[src/rtl/pipe_pkg.sv]
// Shared ID/EX pipeline definitions: control-flag bit positions, default widths
// and the packed control bundle carried from decode into execute.
package pipe_pkg;

  localparam int unsigned PC_W   = 48;
  localparam int unsigned DATA_W = 32;
  localparam int unsigned REG_W  = 5;

  localparam int unsigned MEM_RD_BIT = 2;
  localparam int unsigned MEM_WR_BIT = 1;
  localparam int unsigned WB_WR_BIT  = 1;

  typedef struct packed {
    logic [3:0] flagsALU;
    logic [2:0] flagsMEM;
    logic [1:0] flagsWB;
  } idex_ctrl_t;

  // Clearing every control flag guarantees no memory or register-bank write.
  localparam idex_ctrl_t IDEX_BUBBLE = '0;

endpackage

[src/rtl/load_use_detect.sv]
// Combinational load-use compare: a load sitting in EX whose destination is
// read by the instruction currently in decode.
module load_use_detect #(
  parameter int unsigned REG_W = pipe_pkg::REG_W
) (
  input  logic             ex_valid,
  input  logic             ex_mem_rd,
  input  logic             id_valid,
  input  logic [REG_W-1:0] ex_rd,
  input  logic [REG_W-1:0] rs,
  input  logic [REG_W-1:0] rt,
  output logic             hazard
);

  always_comb begin
    hazard = ex_valid && ex_mem_rd && id_valid && (ex_rd != '0)
             && ((ex_rd == rs) || (ex_rd == rt));
  end

endmodule

[src/rtl/id_ex_pipe_reg.sv]
// ID/EX pipeline register with load-use bubble insertion, branch flush,
// downstream hold and a saturating bubble counter.
module id_ex_pipe_reg
  import pipe_pkg::*;
#(
  parameter int unsigned PC_W   = pipe_pkg::PC_W,
  parameter int unsigned DATA_W = pipe_pkg::DATA_W,
  parameter int unsigned REG_W  = pipe_pkg::REG_W,
  parameter int unsigned CNT_W  = 16
) (
  input  logic              clk,
  input  logic              rst,
  input  logic              id_valid,
  input  logic [PC_W-1:0]   pc1,
  input  logic [3:0]        flagsALU,
  input  logic [2:0]        flagsMEM,
  input  logic [1:0]        flagsWB,
  input  logic [5:0]        opcode,
  input  logic [DATA_W-1:0] dataOne,
  input  logic [DATA_W-1:0] dataTwo,
  input  logic [DATA_W-1:0] immediate,
  input  logic [REG_W-1:0]  rd,
  input  logic [REG_W-1:0]  rs,
  input  logic [REG_W-1:0]  rt,
  input  logic              flush,
  input  logic              hold,
  output logic              ex_valid,
  output logic [PC_W-1:0]   ex_pc1,
  output logic [3:0]        ex_flagsALU,
  output logic [2:0]        ex_flagsMEM,
  output logic [1:0]        ex_flagsWB,
  output logic [5:0]        ex_opcode,
  output logic [DATA_W-1:0] ex_dataOne,
  output logic [DATA_W-1:0] ex_dataTwo,
  output logic [DATA_W-1:0] ex_immediate,
  output logic [REG_W-1:0]  ex_rd,
  output logic [REG_W-1:0]  ex_rs,
  output logic [REG_W-1:0]  ex_rt,
  output logic              stall_if_id,
  output logic [CNT_W-1:0]  bubble_cnt
);

  idex_ctrl_t ex_ctrl;
  idex_ctrl_t id_ctrl;
  logic       hazard;
  logic       bubble;

  assign id_ctrl     = '{flagsALU: flagsALU, flagsMEM: flagsMEM, flagsWB: flagsWB};
  assign ex_flagsALU = ex_ctrl.flagsALU;
  assign ex_flagsMEM = ex_ctrl.flagsMEM;
  assign ex_flagsWB  = ex_ctrl.flagsWB;

  load_use_detect #(.REG_W(REG_W)) u_load_use_detect (
    .ex_valid  (ex_valid),
    .ex_mem_rd (ex_ctrl.flagsMEM[MEM_RD_BIT]),
    .id_valid  (id_valid),
    .ex_rd     (ex_rd),
    .rs        (rs),
    .rt        (rt),
    .hazard    (hazard)
  );

  assign stall_if_id = (hazard && !flush) || hold;
  // Flush outranks hold, hold outranks the hazard bubble.
  assign bubble      = flush || (!hold && hazard);

  always_ff @(posedge clk) begin
    if (!rst) begin
      ex_valid     <= 1'b0;
      ex_ctrl      <= IDEX_BUBBLE;
      ex_pc1       <= '0;
      ex_opcode    <= '0;
      ex_dataOne   <= '0;
      ex_dataTwo   <= '0;
      ex_immediate <= '0;
      ex_rd        <= '0;
      ex_rs        <= '0;
      ex_rt        <= '0;
      bubble_cnt   <= '0;
    end else if (bubble) begin
      ex_valid     <= 1'b0;
      ex_ctrl      <= IDEX_BUBBLE;
      ex_pc1       <= '0;
      ex_opcode    <= '0;
      ex_dataOne   <= '0;
      ex_dataTwo   <= '0;
      ex_immediate <= '0;
      ex_rd        <= '0;
      ex_rs        <= '0;
      ex_rt        <= '0;
      if (!flush && (bubble_cnt != '1)) begin
        bubble_cnt <= bubble_cnt + CNT_W'(1);
      end
    end else if (!hold) begin
      ex_valid     <= id_valid;
      ex_ctrl      <= id_ctrl;
      ex_pc1       <= pc1;
      ex_opcode    <= opcode;
      ex_dataOne   <= dataOne;
      ex_dataTwo   <= dataTwo;
      ex_immediate <= immediate;
      ex_rd        <= rd;
      ex_rs        <= rs;
      ex_rt        <= rt;
    end
  end

endmodule

[config.mk]
export PLATFORM = sky130hd
export DESIGN_NAME = id_ex_pipe_reg
export DESIGN_NICKNAME = d
export VERILOG_FILES = /design/src/rtl/pipe_pkg.sv /design/src/rtl/load_use_detect.sv /design/src/rtl/id_ex_pipe_reg.sv
export SDC_FILE = /design/constraint.sdc
export NUM_CORES = 1
export LEC_CHECK = 0
export CAP_MARGIN = 20
export CORE_MARGIN = 1.5
export CORE_UTILIZATION = 36
export CTS_CLUSTER_SIZE = 10
export DETAILED_ROUTE_END_ITERATION = 6
export PLACE_DENSITY = 0.8
export RECOVER_POWER = 100
export SLEW_MARGIN = 20
export SYNTH_ARGS = -nofsm -noshare
export SYNTH_HDL_FRONTEND = slang
export SYNTH_SLANG_ARGS = --single-unit
[constraint.sdc]
create_clock -name clk -period 2 [get_ports clk]
set_input_delay 0.4 -clock clk [delete_from_list [all_inputs] [get_ports clk]]
set_output_delay 0.4 -clock clk [all_outputs]
set_load 0.005 [all_outputs]
==> summary.md, run 1 <==
| Metric | Value |
|---|---|
| Fin crit share | `1.083` |
| FF-to-FF setup slack | `-140 ps` |
| Worst VDD drop | `0.5640 mV` |
| N_diodes | `0` |
| HP Class | `in -> reg` |
| FILL cells | `1508` |
| Ports | `371` |
| Setup violators final | `131` |
| Area growth syn-to-layout | `79.02%` |
| Pin count of the biggest net entering global routing | `104` |
| Synth Cell Area | `7162 um^2` |
| Number of library cell types mapped by synthesis | `36` |
| Mapped Cells | `686` |
| CTS tree | `done` |
| Outcome | `complete, but fails checks` |
| Hold Path Sink | `ex_rs[0]$_SDFFE_PP0N_` |
| RSZ-0062 raised after global routing | `yes` |
| Hold Slack | `296.8 ps` |
| WS Path Type | `in -> reg` |
| Worst setup margin | `-165.2 ps` |
| Synth warnings | `0` |
| # DRC | `0` |
| Largest family of logic cells by synthesized area | `multiplexers` |
| Starting Density | `0.3680` |
| Synth Net Count | `866` |
| Half-perimeter wire length after placement | `15.28 mm` |
| Multiplexer share of the synthesized area | `0.2516` |
| Drt wl/cell | `16.75 um` |
| FFs w/ async S/R, synth | `0` |
| Post-Synth Adder-Cell Area | `0.001747` |
| Simple-gate share of the synthesized area | `0.1436` |
| Clock Latency Late Sink | `430 ps` |
| Total global-route track usage | `0.1994` |
| DR vias/cell | `4.641` |
| Core Area | `19460 um^2` |
| Fmax | `0.4619 GHz` |
| H-tree levels | `4` |
| Arrival @ worst endpoint | `2480 ps` |
| Drt total wl | `23.07 mm` |
| #FFs+latches synth | `191` |
| Global placement routability congestion | `0.7872` |
| RR Endpoint | `ex_immediate[23]$_SDFFE_PP0N_` |
| WP data required | `2310 ps` |
| Leakage | `5.914 nW` |
| Synth Flop Type | `dfxtp_1` |
| Register area share after synthesis | `0.5339` |
| I/O Buffers | `370` |
| Setup WS pre-CTS | `-659.3 ps` |
| Failing checks | `negative setup slack` |
| Final hold violation count | `0` |
| Number of global-route vias before repair | `6017` |
| First-pass GRT wire length | `31.82 mm` |
| Antenna viol nets, final | `0` |
| Max Slew Vio Count | `0` |
| DIE HEIGHT | `144.0 um` |
| Die area | `20750 um^2` |
| Clock slew at reported path FFs | `70 ps` |
| Worst setup SP type | `input port` |
| Hold Buf Count CTS | `0` |
| Layout cells sized above 1 | `0.1430` |
| Worst Tran Pin Value | `783.6 ps` |
| Reg-to-reg startpoint | `ex_rd[1]$_SDFFE_PP0N_` |
| CP max FO | `7` |
| Critical path endpoint category | `register` |
| Most common cell after layout, fill and taps aside | `dlygate4sd3_1` |
| Length in cells of the worst reg-to-reg path | `12` |
| Launch point of the worst hold path | `rs[0]` |
| Clk buf depth | `2` |
| DR iter-0 viols | `157` |
| Max-Slew Margin vs Limit | `0.4776` |
| Clk sinks | `191` |
| Maxcap violations | `0` |
| Minimum clock period | `2165 ps` |
| Die width | `144.0 um` |
| Congestion Overflow GR | `0` |
| Hold path cells | `3` |
| Avg Inst Size Synth | `10.44 um^2` |
| Clock root buffer | `clkbuf_16` |
| XOR/XNOR Fraction of Synth Area | `0.01468` |
| DRT Pass-1 Iters | `4` |
| Compound-Gate Fraction of Synth Area | `0.02236` |
| Initial antenna violation count | `1` |
| Number of enable flip-flop cells after synthesis | `0` |
| Final Util | `0.6588` |
| Clock skew | `15.41 ps` |
| PwrDens | `663.6 nW/um^2` |
| Final nets | `1279` |
| # rows | `51` |
| CTS Buf Count | `17` |
| Most frequent cells in the layout | `185 x dlygate4sd3_1, 183 x dfxtp_1, 180 x mux2i_1, 178 x clkdlybuf4s50_1, 145 x nor2_1` |
| Vias post-DR | `6391` |
## cells by family (layout without fill, tap and decap cells)
logic type	count (synthesis)	count (layout)
xor gates and xnor gates	12	12
AOI/OAI and AO/OA	21	21
and+or+nand+nor	234	234
muxes	180	180
adders and majority gates	1	1
DFF	191	191
buffers and inverters	47	473
## cell type report
class	instances	area [um^2]	area share
clock inverter	14	128.9	0.01005
multi-input combinational	448	3294	0.2570
sequential	191	3841	0.2996
inverter	2	7.507	0.0005855
tap	265	331.6	0.02586
clock buffer	18	429.2	0.03347
timing repair buffer	439	4788	0.3735
## worst max-delay path, stage by stage
cell	delay [ps]
clkdlybuf4s50_1	430
xor2_1	200
nor3_2	200
a22oi_2	90
buf_4	170
o311ai_4	320
buf_4	190
buf_12	150
buf_12	120
clkbuf_16	140
nor2_1	40
## flip-flops by register name, indices dropped and copies added (netlist names)
| register | flops |
|---|---|
| ex_opcode | 6 |
| ex_rd | 5 |
| ex_rt | 5 |
| ex_rs | 5 |
| ex_pc1 | 48 |
| ex_dataOne | 32 |
| ex_immediate | 32 |
| bubble_cnt | 16 |
| ex_flagsALU | 4 |
| ex_dataTwo | 32 |
| ex_flagsWB | 2 |
| ex_flagsMEM | 3 |
| ex_valid | 1 |
## Yosys cell counts, types with 4 or more instances
cell,instances,area share
o21ai_0,4,0.0028
dfxtp_1,191,0.53
nand2_1,15,0.0079
nand4_1,4,0.0035
clkbuf_1,21,0.011
nor2_1,180,0.094
nand3_1,6,0.0042
buf_4,5,0.0052
a21boi_1,6,0.0063
buf_2,16,0.011
o31ai_1,5,0.0052
nand2b_1,8,0.0070
mux2i_1,180,0.25
xor2_1,11,0.013
## routing by layer
metal / global-route usage / up-vias / wire length, um
li1: - / 3147 / -
met1: 0.2257 / 2986 / 8877
met2: 0.3447 / 238 / 11710
met3: 0.08278 / 18 / 2258
met4: 0.05317 / 2 / 207
met5: 0 / - / 13
## stage by stage
stage	std cells	TNS, ps	power [W]	instance area [um^2]
floorplan	686	0	0.004480	7162
global placement	1313	-95350	0.005181	11370
detailed placement	1313	-95380	0.005196	11370
CTS	1353	-7725	0.008510	12150
global route	1377	-25990	0.008851	12820
finish	1377	-10320	0.008508	12820
## power breakdown
part           internal, W  switching [W]  total, W  leakage (nW)
Sequential         0.00391      0.0000570   0.00397          1.56
Clock              0.00165        0.00161   0.00326         0.270
Combinational     0.000815       0.000466   0.00128          4.08
## worst max path at each step
stage,to,cells after the start,from
final,ex_immediate[23]$_SDFFE_PP0N_,11,rt[4]
after global routing,ex_dataOne[10]$_SDFFE_PP0N_,11,rs[1]
after CTS,stall_if_id,4,ex_rd[1]$_SDFFE_PP0N_
after detailed placement,stall_if_id,7,rs[2]
after global placement,stall_if_id,7,rs[2]
after floorplan,bubble_cnt[7]$_SDFFE_PN0P_,8,bubble_cnt[0]$_SDFFE_PN0P_
## what timing repair did
item,4_1_cts,5_1_grt
pin swaps,10,28
buffers inserted,5,14
gates cloned,4,13
gates resized for setup,23,80
endpoints found under the hold margin,0,0
setup endpoints to repair,182,185
(Power assumes the default switching activity.)
==> run 2, diff against run 1 <==
Settings changed: HOLD_SLACK_MARGIN from default to 0.02.
==> results of run 2 <==
Same layout as run 1: the final DEF is identical, and so are final timing and power.
